$ cat src/rtl/mem_arb.sv
// mem_arb: round-robin front end that shares the DDR3 controller's single-request
// port between a random-access read/write client (A) and a FIFO-buffered write stream (B).
module mem_arb #(
    parameter int AW     = 20,
    parameter int DW     = 32,
    parameter int FDEPTH = 4
) (
    input  logic          clk,
    input  logic          reset,
    input  logic          memreset,
    input  logic          areq,
    input  logic          awr,
    input  logic [AW-1:0] aaddr,
    input  logic [DW-1:0] awdata,
    output logic          aack,
    output logic [DW-1:0] ardata,
    input  logic          bvalid,
    output logic          bready,
    input  logic [AW-1:0] baddr,
    input  logic [DW-1:0] bdata,
    output logic          bbusy,
    output logic [AW-1:0] memaddr,
    output logic          memwr,
    output logic [DW-1:0] memwdata,
    output logic          memreq,
    input  logic          memack,
    input  logic [DW-1:0] memrdata
);
    localparam int PW = $clog2(FDEPTH);
    localparam int CW = PW + 1;

    typedef enum logic {S_IDLE, S_WAIT} state_e;

    state_e        state_q, state_d;
    logic          apend_q;
    logic [AW-1:0] hold_addr_q;
    logic          hold_wr_q;
    logic [DW-1:0] hold_wdata_q;
    logic [AW-1:0] fifo_addr_q [FDEPTH];
    logic [DW-1:0] fifo_data_q [FDEPTH];
    logic [PW-1:0] wptr_q, rptr_q;
    logic [CW-1:0] count_q;
    logic          grant_b_q;
    logic [AW-1:0] memaddr_q;
    logic          memwr_q;
    logic [DW-1:0] memwdata_q;
    logic          memreq_q;
    logic          aack_q;
    logic [DW-1:0] ardata_q;

    logic          a_accept, a_elig, fifo_nonempty, fifo_full;
    logic          push, pop, issue, pick_b, done_a;
    logic [AW-1:0] a_addr;
    logic          a_wr;
    logic [DW-1:0] a_wdata;

    // A request in the same cycle as an idle slot is served straight from the pins.
    assign a_accept      = areq && !apend_q;
    assign a_elig        = apend_q || a_accept;
    assign a_addr        = apend_q ? hold_addr_q  : aaddr;
    assign a_wr          = apend_q ? hold_wr_q    : awr;
    assign a_wdata       = apend_q ? hold_wdata_q : awdata;
    assign fifo_nonempty = (count_q != '0);
    assign fifo_full     = (count_q == CW'(FDEPTH));
    assign push          = bvalid && !fifo_full;

    always_ff @(posedge clk) begin
        // NOTE: registers take <= so every flop samples the pre-edge value of its peers.
        if (reset) state_q <= S_IDLE;
        else       state_q <= state_d;
    end

    always_comb begin
        // NOTE: default first so no path through the case leaves state_d unassigned (no latch).
        state_d = state_q;
        case (state_q)
            S_IDLE: if (!memreset && (a_elig || fifo_nonempty)) state_d = S_WAIT;
            S_WAIT: if (memack) state_d = S_IDLE;
            default: state_d = S_IDLE;
        endcase
    end

    always_comb begin
        issue  = (state_q == S_IDLE) && !memreset && (a_elig || fifo_nonempty);
        pick_b = fifo_nonempty && (!a_elig || !grant_b_q);
        done_a = (state_q == S_WAIT) && memack && !grant_b_q;
        pop    = (state_q == S_WAIT) && memack &&  grant_b_q;
        bready = !fifo_full;
        bbusy  = fifo_nonempty || ((state_q == S_WAIT) && grant_b_q);
    end

    always_ff @(posedge clk) begin
        if (reset) begin
            apend_q      <= 1'b0;
            hold_addr_q  <= '0;
            hold_wr_q    <= 1'b0;
            hold_wdata_q <= '0;
            wptr_q       <= '0;
            rptr_q       <= '0;
            count_q      <= '0;
            grant_b_q    <= 1'b1;
            memaddr_q    <= '0;
            memwr_q      <= 1'b0;
            memwdata_q   <= '0;
            memreq_q     <= 1'b0;
            aack_q       <= 1'b0;
            ardata_q     <= '0;
        end else begin
            memreq_q <= issue;
            aack_q   <= done_a;
            if (a_accept) begin
                apend_q      <= 1'b1;
                hold_addr_q  <= aaddr;
                hold_wr_q    <= awr;
                hold_wdata_q <= awdata;
            end else if (done_a) begin
                apend_q <= 1'b0;
            end
            if (issue) begin
                grant_b_q <= pick_b;
                if (pick_b) begin
                    memaddr_q  <= fifo_addr_q[rptr_q];
                    memwr_q    <= 1'b1;
                    memwdata_q <= fifo_data_q[rptr_q];
                end else begin
                    memaddr_q  <= a_addr;
                    memwr_q    <= a_wr;
                    memwdata_q <= a_wdata;
                end
            end
            if (done_a && !memwr_q) ardata_q <= memrdata;
            if (push) wptr_q <= wptr_q + PW'(1);
            if (pop)  rptr_q <= rptr_q + PW'(1);
            case ({push, pop})
                2'b10:   count_q <= count_q + CW'(1);
                2'b01:   count_q <= count_q - CW'(1);
                default: count_q <= count_q;
            endcase
        end
    end

    // NOTE: FIFO storage has no reset; an entry is only read after it has been written.
    always_ff @(posedge clk) begin
        if (push) begin
            fifo_addr_q[wptr_q] <= baddr;
            fifo_data_q[wptr_q] <= bdata;
        end
    end

    assign memaddr  = memaddr_q;
    assign memwr    = memwr_q;
    assign memwdata = memwdata_q;
    assign memreq   = memreq_q;
    assign aack     = aack_q;
    assign ardata   = ardata_q;
endmodule
$ cat config.mk
export PLATFORM = sky130hd
export DESIGN_NAME = mem_arb
export DESIGN_NICKNAME = d
export VERILOG_FILES = /design/src/rtl/mem_arb.sv
export SDC_FILE = /design/constraint.sdc
export NUM_CORES = 1
export LEC_CHECK = 0
export BUFFER_PORTS_ARGS = -buffer_cell sky130_fd_sc_hd__buf_2
export CORE_MARGIN = 2
export CORE_UTILIZATION = 28
export DETAILED_ROUTE_END_ITERATION = 8
export GPL_ROUTABILITY_DRIVEN = 0
export SYNTH_ARGS = -nofsm -noshare
export SYNTH_HDL_FRONTEND = slang
export SYNTH_SLANG_ARGS = --single-unit
export TNS_END_PERCENT = 5
$ cat constraint.sdc
create_clock -name clk -period 5.8 [get_ports clk]
set_input_delay 1.16 -clock clk [delete_from_list [all_inputs] [get_ports clk]]
set_output_delay 1.16 -clock clk [all_outputs]
set_load 0.005 [all_outputs]
# Yosys cells after proc, flatten, opt, wreduce, memory -nomap -nowiden
# Memory sizes are Yosys's and may differ from the RTL's. A register that Yosys moved wholly into a read port is not among the register bits.
# Index checks and enable logic that the tools add are counted.
# totals
ff_bits	150
word_cells	67
out_inout_bits	89
memories	2
mem_bits_rw	208
in_bits	143
# op_classes
eq_ne	3
n_bitwise	1
reduce_logical	24
mux	18
addsub	4
# memory_table
memory	depth	width	rd	rd_ports_with_merged_regs	write_ports	line_no	rtl
fifo_data_q	4	32	1	1	1	40	logic [DW-1:0] fifo_data_q [FDEPTH];
fifo_addr_q	4	20	1	1	1	39	logic [AW-1:0] fifo_addr_q [FDEPTH];
# ops
op	count
$mux 32	2
$mux 20	2
$logic_and 1x1->1	11
$mux 1	8
$mux 2	4
$logic_not 1->1	6
$pmux 3 s2	1
$add 2x1->2 const B	2
$logic_or 1x1->1	4
$reduce_bool 2->1	2
$add 3x1->3 const B	1
$eq 3x3->1 const B	1
$reduce_bool 3->1	1
$sub 3x1->3 const B	1
$eq 2x1->1 const B	1
$eq 2x2->1 const B	1
$pmux 1 s2	1
$not 1->1	1

# Depth between registers and ports, before layout
# Gate-level depths: netlist of the first run.
# logic_depth
ltp_word	7
ltp_mapped	9
ltp_nobuf	9

# Worst setup path before layout of the first run
# OpenSTA, ideal clock, no wires.
# synth_timing
path_type	input to register
from	input bvalid
to	memory fifo_addr_q[0][0] (enable)
arrival_time_ps	2435
slack_ps	2949
cell_stages	1
required_time_ps	5385
n_path_buf	0
setup_time_ps	415
cell_sequence	and3_1
# synth_between
elab_chain_len	3
# synth_rtl
element	line_no	rtl
start, declared	17	input logic bvalid,
$logic_and 1x1->1	65	assign push = bvalid && !fifo_full;
$mux 1	144	if (push) begin
$mux 1 (not written as such)	145	fifo_addr_q[wptr_q] <= baddr;
end, declared	39	
# Every way passes these cells.

# Worst setup path in the final report of the first run
# layout_timing
from	register count_q[0]
to	output bbusy
# layout_between
elab_chain_len	2
# layout_rtl
element	line_no	rtl
start, declared	42	logic [CW-1:0] count_q;
start signal, assigned	135	2'b10: count_q <= count_q + CW'(1);
start signal, assigned	136	2'b01: count_q <= count_q - CW'(1);
start signal, assigned	137	default: count_q <= count_q;
$reduce_bool 3->1	63	assign fifo_nonempty = (count_q != '0);
$logic_or 1x1->1	89	bbusy = fifo_nonempty || ((state_q == S_WAIT) && grant_b_q);
end, declared	21	output logic bbusy,
# Every way passes these cells.

==> flow_summary.toml, run 1 <==
[run_status]
status = "finished clean"

[drt]
first_pass_iters = 5
wirelength_mm = 37.8
drt-initial-drc-count = 567
drc = 0
antenna_left = 0
viasPerCell = 4.63
wl_per_cell_um = 19.1
vias = 9157

[clock_tree]
cts_tree = "built"
clock_path_buffers = 3
htree_levels = 2
numCtsBuffers = 41
ctsRootBufferMaster = "clkbuf_16"
clk_transition_reported_paths_ns = 0.05
hold_buffers = 0
cts_setup_buffers = 0
cts.repair.resized = 0
clk_latency_ns = 0.55
numClockSinks = 360

[pwr]
power_density_nw_per_um2 = 358
p_leak_nw = 6.15
ir_drop_mv = 0.266

[grt]
met1_usage_pct = 18.0
grt-ovfl-total = 0
top_usage_layer = "met2"
grt_pass1_vias = 9171
use_met2_pct = 23.9
antenna_found_initial = 6
grt_pass1_wl_mm = 56.8
grt_use_total_pct = 14.1
grt_max_degree = 110
use_met3_pct = 3.41

[synth]
syn_area_per_cell_um2 = 13.3
syn_inst = 1072
synth_edf_count = 208
synthArstFlopShare_pct = 0
mappedNetlistArea_um2 = 14300
synth_top_area_share_pct = 43.7
synth_area_leader_cell = "edfxtp_1"
synthFlopType = "edfxtp_1"
synth.distinct_cells = 37
yosysMostFrequentCell = "nand2_1"
yosysSeqAreaShare_pct = 64.9
yosys-top-cells-area = "edfxtp_1, dfxtp_1, mux4_2, nand2_1, mux2i_1"
synth_commonest_cells = "nand2_1, edfxtp_1, dfxtp_1"
yosysWarnings = 0
syn_nets = 1221
ys_seq_elements = 360

[timing]
fin_crit_ns = 3.64
setup_ws_ns = 2.16
post-route-period-util_pct = 62.8
tns_ns = 0
fin_skew_ns = 0.0172
slew_headroom_pct = 19.1
hold_viol = 0
slew_violations = 0
setup_viol = 0
rsz0062_at_grt = "false"
max_freq_mhz = 274
worst_pin_slew_ns = 1.21

[final_layout]
final.fill_count = 4965
drive_gt1_share_pct = 34.2
post-route-cell-area_um2 = 17400
layout.nets = 1421
multiInputGateArea_um2 = 4640
seqCellArea_um2 = 9300
area_growth_pct = 21.4

[critical_path]
crit_type = "reg2out"
r2r-end = "grant_b_q"
reg2reg_depth = 5
cp_cell_sequence = "nor3_4 > buf_4 > nand2_1 > buf_2"
rrSetupSlack_ns = 2.62
required_ns = 4.64
cp_slowest_cell = "nor3_4"
r2r_start = "count_q[0]"
max_stage_delay_ns = 0.80
critPathArrivalTime_ns = 2.48
worstSetupEndpointType = "output port"
cp_max_fo = 30
critPathLaunchType = "flip-flop"

[die]
core_area_um2 = 50300
start_util_pct = 28.5
ioPinCount = 232
num_rows = 82
die_x_um = 230
dieArea_um2 = 52900
die_h_um = 230

[placed_design]
place_area_um2 = 16000
place_hpwl_mm = 23.7
place_ws_ns = 2.43
portBuffers = 231

[job]
maxCapViolations = 0

[hold_path]
whs_path_depth = 2
min_from = "ardata[3]"
min_to = "ardata[3]"
min_path_type = "reg2reg"
layout by cell type (no fill, tap or decap), types with 2 or more instances in the layout:
cell type,instances
clkbuf_1,8
o211ai_2,38
clkinv_1,4
nor3_4,2
clkbuf_16,43
buf_2,230
clkinvlp_4,3
bufinv_16,2
nor2_1,13
mux2i_1,53
clkbuf_8,4
o21ai_0,53
clkinv_2,7
xor2_1,3
inv_6,2
a211oi_1,2
mux4_2,52
a21oi_1,102
clkinv_4,3
inv_1,6
dfxtp_1,149
dfxtp_4,3
nand2_1,227
and3_4,4
ha_1,5
or3_1,2
a21oi_2,38
xnor2_1,2
o211ai_1,13
buf_4,8
edfxtp_1,208
worst max-delay path by stage:
stage	start	end	slack [ns]
after floorplan	bvalid	fifo_addr_q[0][0]	2.95
after global placement	areq	memwdata[27]	2.36
after detailed placement	areq	memwdata[27]	2.43
after CTS	count_q[0]	bbusy	2.12
after global routing	count_q[0]	bbusy	1.99
final	count_q[0]	bbusy	2.16
area by class of cell:
cell class | count | share of cell area (%)
Antenna cell | 1 | 0.0144
Clock buffer | 55 | 6.69
Clock inverter | 21 | 1.02
Inverter | 6 | 0.130
Multi-Input combinational cell | 624 | 26.7
Sequential cell | 360 | 53.6
Tap cell | 672 | 4.84
Timing Repair Buffer | 239 | 7.04
sequential cells by signal (all words and copies together), names as in the netlist, named ones only:
name          flops
grant_b_q         1
state_q           1
rptr_q            2
fifo_data_q     128
memwdata         32
fifo_addr_q      80
wptr_q            2
hold_wr_q         1
ardata           32
memaddr          20
aack              1
count_q           3
memwr             1
memreq            1
hold_addr_q      20
apend_q           1
hold_wdata_q     32
through the flow:
| step | hold slack, ns | instances | utilization, % | power [W] |
|---|---|---|---|---|
| floorplan | 0.436 | 1072 | - | 0.00345 |
| global placement | 0.438 | 1901 | 31.9 | 0.00372 |
| detailed placement | 0.444 | 1901 | 31.9 | 0.00374 |
| CTS | 0.452 | 1977 | 34.5 | 0.00631 |
| global route | 0.471 | 1977 | 34.5 | 0.00649 |
| finish | 0.450 | 1978 | 34.5 | 0.00622 |
where the power goes:
group,internal (W),switching (W)
Clock,0.00150,0.00104
Sequential,0.00286,0.0000782
Combinational,0.000268,0.000457
logic make-up (layout without fill, tap and decap cells):
family,after synthesis,after routing,synth area share (%)
compound gates,252,252,12.3
fa+ha+maj,6,6,0.577
other cells,0,1,0
flops,360,360,64.9
xor+xnor,5,5,0.306
buf+inv,88,321,2.97
mux,105,105,11.9
simple gates,256,256,7.06
critical path: cells and delay by family, from the launching register on:
family | cells | cell delay [ns]
DFF | 1 | 0.36
and+or+nand+nor | 2 | 0.92
buffers and inverters | 2 | 0.63
per-layer routing:
layer  vias up  share of wire [%]
met5         -              0.053
met4         4                1.8
met3        45                6.5
met2       268                 49
met1      4505                 43
li1       4335                  -
No activity file was read; power rests on OpenSTA's default activity.
==> run 2, diff against run 1 <==
Settings changed: ABC_AREA set to 1.
Clock period 5.8 ns to 3.79 ns, I/O delays scaled along.
==> flow_summary.toml, run 2 <==
[timing]
whs_ns = 0.406
tns_ns = 0
slew_headroom_pct = 20.7
hold_viol = 0
setup_viol = 0
fin_skew_ns = 0.0134
slew_violations = 0
rsz0062_at_grt = "false"
max_freq_mhz = 393
fin_crit_ns = 2.54
worst_pin_slew_ns = 1.19
post-route-period-util_pct = 67.1

[clock_tree]
clk_transition_reported_paths_ns = 0.06
clk_latency_ns = 0.57
ctsRootBufferMaster = "clkbuf_16"
cts_tree = "built"
htree_levels = 2
cts.repair.resized = 0
hold_buffers = 0
cts_setup_buffers = 0
numClockSinks = 360
numCtsBuffers = 41
clock_path_buffers = 3

[drt]
vias = 11800
wirelength_mm = 42.8
antenna_left = 0
viasPerCell = 4.49
drt-initial-drc-count = 870
highest_layer = "met5"
first_pass_iters = 5
drc = 0
wl_met3_mm = 2.82
met1Wirelength_mm = 19.0
wl_per_cell_um = 16.3
met2_length_mm = 19.8

[grt]
grt_pass1_vias = 11200
grt_pass1_wl_mm = 65.8
grt_use_total_pct = 15.2
grt_max_degree = 105
grt-ovfl-total = 0
antenna_found_initial = 18

[final_layout]
layout_commonest_cell = "nand2_1"
post-route-cell-area_um2 = 18200
registers.top_by_ff_count = "fifo_data_q"
layout.nets = 2050
seqCellArea_um2 = 9300
area_growth_pct = 21.6
multiInputGateArea_um2 = 4840
utilization_pct = 34.5
largest_reg_flops = 128
drive_gt1_share_pct = 17.5
final.fill_count = 5373
top_regs = "fifo_data_q x128, fifo_addr_q x80"
stdcell_count = 2625
final_cell_mix = "nand2_1, nor2_1, buf_2"

[placed_design]
dp_cells = 2546
portBuffers = 231
place_area_um2 = 16700
place_hpwl_mm = 26.3

[critical_path]
cp_slowest_cell = "nand2_2"
r2r_start = "count_q[0]"
critPathArrivalTime_ns = 3.05
critPathLaunchType = "flip-flop"
worstSetupEndpointType = "flip-flop"
cp_max_fo = 53
max_stage_delay_ns = 0.79
critPathLaunch = "count_q[0]"
r2r-end = "memwdata[13]"
reg2reg_depth = 8
rrSetupSlack_ns = 1.25
critical_path.endpoint = "memwdata[13]"
cp_cell_sequence = "nor2_2 > nand2_4 > nand2_2 > buf_4 > nand2_1 > nand2_1 > nor2_1 > nor2_1"
crit_buf_inv = 1
required_ns = 4.29
crit_type = "reg2reg"
critical-path-top-delay-family = "simple AND/OR/NAND/NOR gates"
crit_cells = 8

[die]
ioPinCount = 232
start_util_pct = 28.4
core_area_um2 = 52700
die_x_um = 235
die_h_um = 235
num_rows = 84
dieArea_um2 = 55200

[synth]
synth_area_leader_cell = "edfxtp_1"
syn_nets = 1863
yosysWarnings = 0
synth.distinct_cells = 23
synthFlopType = "edfxtp_1"
ys_seq_elements = 360
syn_inst = 1714
synth_top_area_share_pct = 41.8
synth_edf_count = 208
mappedNetlistArea_um2 = 14900
synth_commonest_cells = "nand2_1, nor2_1, edfxtp_1"
yosys-top-cells-area = "edfxtp_1, dfxtp_1, nand2_1, nor2_1, a21oi_1"
synthArstFlopShare_pct = 0
yosysMostFrequentCell = "nand2_1"
yosysSeqAreaShare_pct = 62.2
syn_area_per_cell_um2 = 8.71

[job]
maxCapViolations = 0

[pwr]
ir_drop_mv = 0.284
power_density_nw_per_um2 = 542
p_leak_nw = 7.84

[hold_path]
min_from = "baddr[15]"
min_path_type = "in2reg"
whs_path_depth = 1

[run_status]
status = "finished clean"
run 2: cell count changes in the layout (fill, tap and decap cells not counted), moves of 38 or more:
cell / delta
nand3_1: +107
mux2i_1: -53
mux4_2: -52
nand2_1: +363
nor2_1: +222
a21oi_2: -38
o211ai_2: -38
inv_1: +85
run 2: layout make-up:
type | count | area share, %
sequential | 360 | 51.2
multi-input combinational | 1152 | 26.7
timing repair buffer | 249 | 7.32
inverter | 97 | 2.03
clock inverter | 17 | 1.47
antenna | 3 | 0.0413
tap | 688 | 4.74
clock buffer | 59 | 6.52
run 2: worst min-delay path by stage:
stage,endpoint
after floorplan,hold_wdata_q[0]
final,fifo_addr_q[1][15]
after global placement,hold_wdata_q[6]
after global routing,fifo_addr_q[0][15]
after detailed placement,hold_wdata_q[6]
after CTS,fifo_addr_q[0][15]
run 2: cells by family after synthesis:
logic type,synth area share (%)
AND/OR/NAND/NOR,24.6
flip-flops,62.2
AO/OA/AOI/OAI,6.95
buffers and inverters,5.66
adder cells (fa/ha/maj),0.553
run 2: where the power goes:
part,switching (W),internal [W]
registers,0.000101,0.00438
clock network,0.00167,0.00255
logic,0.000772,0.000377
run 2: worst reg2reg max path: stages (launching register included):
cell     delay [ns]
dfxtp_1        0.32
nor2_2         0.23
nand2_4        0.46
nand2_2        0.81
buf_4          0.35
nand2_1        0.08
nand2_1        0.07
nor2_1         0.05
nor2_1         0.10
run 2: metal layers:
layer  up-vias  track usage [%]
met5         -                0
met4        22             5.47
met3        93             4.22
met2       319             24.9
met1      5462             19.3
li1       5895                -
run 2: stage by stage:
step / setup slack [ns] / total power, W
after floorplan: 0.216 / 0.00526
after global placement: 1.08 / 0.00570
after detailed placement: 1.11 / 0.00573
after CTS: 1.23 / 0.00999
after global routing: 1.01 / 0.0103
final: 1.25 / 0.00985
==> run 3, diff against run 2 <==
Clock period 3.79 ns to 2.35 ns, I/O delays scaled along.
==> flow_summary.toml, run 3 (same netlist as run 2, synthesis figures left out) <==
[run_status]
status = "finished clean"

[grt]
grt_use_total_pct = 15.3
grt_max_degree = 105
grt_pass1_vias = 11500
antenna_found_initial = 12
grt_pass1_wl_mm = 66.5
grt-ovfl-total = 0

[critical_path]
cp_max_fo = 4
critical-path-top-delay-family = "simple AND/OR/NAND/NOR gates"
cp_common_cell = "nand2_1"
r2r-end = "count_q[2]"
critPathLaunchType = "flip-flop"
rrSetupSlack_ns = 0.35
r2r_start = "count_q[0]"
crit_type = "reg2reg"
crit_buf_inv = 1
critPathArrivalTime_ns = 2.49
cp_cell_sequence = "nor2_2 > nand2_1 > nand2_1 > ha_1 > inv_1 > fa_1 > or2_2 > nand2_1 > o21ai_0 > a21oi_1"
cp_slowest_cell = "fa_1"
worstSetupEndpointType = "flip-flop"
required_ns = 2.84
max_stage_delay_ns = 0.37
reg2reg_depth = 10

[clock_tree]
cts_tree = "built"
clk_latency_ns = 0.56
cts_setup_buffers = 0
numClockSinks = 360
hold_buffers = 0
htree_levels = 2
clock_path_buffers = 3
cts.repair.resized = 0
clk_transition_reported_paths_ns = 0.06
numCtsBuffers = 43
ctsRootBufferMaster = "clkbuf_16"

[placed_design]
place_area_um2 = 16900
place_ws_ns = 0.313
place_hpwl_mm = 25.8
portBuffers = 231

[job]
maxCapViolations = 0

[pwr]
ir_drop_mv = 0.473
power_frac_clock_pct = 41.7
power.internal_w = 0.0116
power_density_nw_per_um2 = 854
sw_frac_of_total_pct = 25.7
pwr-share-seq_pct = 46.1
combPwrFrac_pct = 12.3
p_total_w = 0.0157
p_leak_nw = 7.90
switchingPower_w = 0.00403

[drt]
first_pass_iters = 5
vias = 11900
wirelength_mm = 42.5
viasPerCell = 4.49
drc = 0
antenna_left = 0
drt-initial-drc-count = 777
wl_per_cell_um = 16.1

[die]
dieArea_um2 = 55200
core_area_um2 = 52700
die_h_um = 235
num_rows = 84
ioPinCount = 232
start_util_pct = 28.4
die_x_um = 235

[hold_path]
min_path_type = "in2reg"
min_to = "fifo_data_q[0][19]"
min_from = "bdata[19]"
whs_path_depth = 1

[final_layout]
largest_reg_flops = 128
layout.nets = 2063
layout_commonest_cell = "nand2_1"
seqCellArea_um2 = 9300
drive_gt1_share_pct = 17.6
utilization_pct = 34.8
post-route-cell-area_um2 = 18300
top_regs = "fifo_data_q x128, fifo_addr_q x80"
final.fill_count = 5355
area_growth_pct = 22.8
registers.top_by_ff_count = "fifo_data_q"
final_cell_mix = "nand2_1, nor2_1, buf_2"
multiInputGateArea_um2 = 4830

[timing]
setup_viol = 0
setup_ws_ns = 0.352
worst_pin_slew_ns = 0.925
whs_ns = 0.124
max_freq_mhz = 500
rsz0062_at_grt = "false"
slew_violations = 0
fin_crit_ns = 2.00
post-route-period-util_pct = 85.0
hold_viol = 0
fin_skew_ns = 0.0222
slew_headroom_pct = 38.3
-- run 3: cell count changes in the layout (fill, tap and decap cells not counted), moves of 3 or more --
cell | previous run | this run
clkbuf_16 | 42 | 46
buf_12 | 3 | 16
clkbuf_8 | 6 | 3
clkinv_1 | 0 | 4
clkbuf_1 | 7 | 12
bufinv_16 | 5 | 2
clkinv_2 | 7 | 3
-- run 3: worst register-to-register path, stage by stage (launching register included) --
cell,delay (ns)
dfxtp_1,0.32
nor2_2,0.21
nand2_1,0.11
nand2_1,0.10
ha_1,0.15
inv_1,0.07
fa_1,0.37
or2_2,0.30
nand2_1,0.08
o21ai_0,0.07
a21oi_1,0.14
-- run 3: cell type report --
class | instances | share of cell area [%]
clock buffer | 62 | 6.79
timing repair buffer | 260 | 8.58
antenna | 4 | 0.0546
sequential | 360 | 50.7
tap | 688 | 4.69
inverter | 97 | 2.01
clock inverter | 16 | 0.812
multi-input combinational | 1152 | 26.4
-- run 3: how the worst max path moves through the flow --
| stage | cells after the start | end | start | slack, ns |
|---|---|---|---|---|
| 2_1_floorplan | 4 | fifo_addr_q[0][0] | count_q[1] | -0.14 |
| 3_3_place_gp | 10 | count_q[2] | memack | 0.29 |
| 3_5_place_dp | 10 | count_q[2] | memack | 0.31 |
| 4_1_cts | 10 | count_q[2] | count_q[0] | 0.36 |
| 5_1_grt | 10 | count_q[2] | count_q[1] | 0.16 |
| 6_report | 10 | count_q[2] | count_q[0] | 0.35 |
-- run 3: metrics by stage --
stage                     std cells  setup TNS, ns
final                          2639              0
after global routing           2637              0
after CTS                      2635              0
after detailed placement       2557              0
after global placement         2557              0
after floorplan                1714         -28.69
-- run 3: layer usage --
layer	vias to the layer above	GRT usage [%]	share of wire (%)	wire, µm
li1	5939	-	-	-
met1	5516	19.8	45	19200
met2	313	25.6	47	20100
met3	74	3.30	5.5	2340
met4	14	4.78	2.0	851
met5	-	0	0.23	99
-- run 3: power groups by stage --
| stage | Combinational, W | Clock, W | Sequential (W) |
|---|---|---|---|
| after floorplan | 0.00114 | 0 | 0.00733 |
| after global placement | 0.00192 | 0 | 0.00734 |
| after detailed placement | 0.00195 | 0 | 0.00735 |
| after CTS | 0.00195 | 0.00672 | 0.00722 |
| after global routing | 0.00219 | 0.00697 | 0.00726 |
| final | 0.00192 | 0.00653 | 0.00722 |
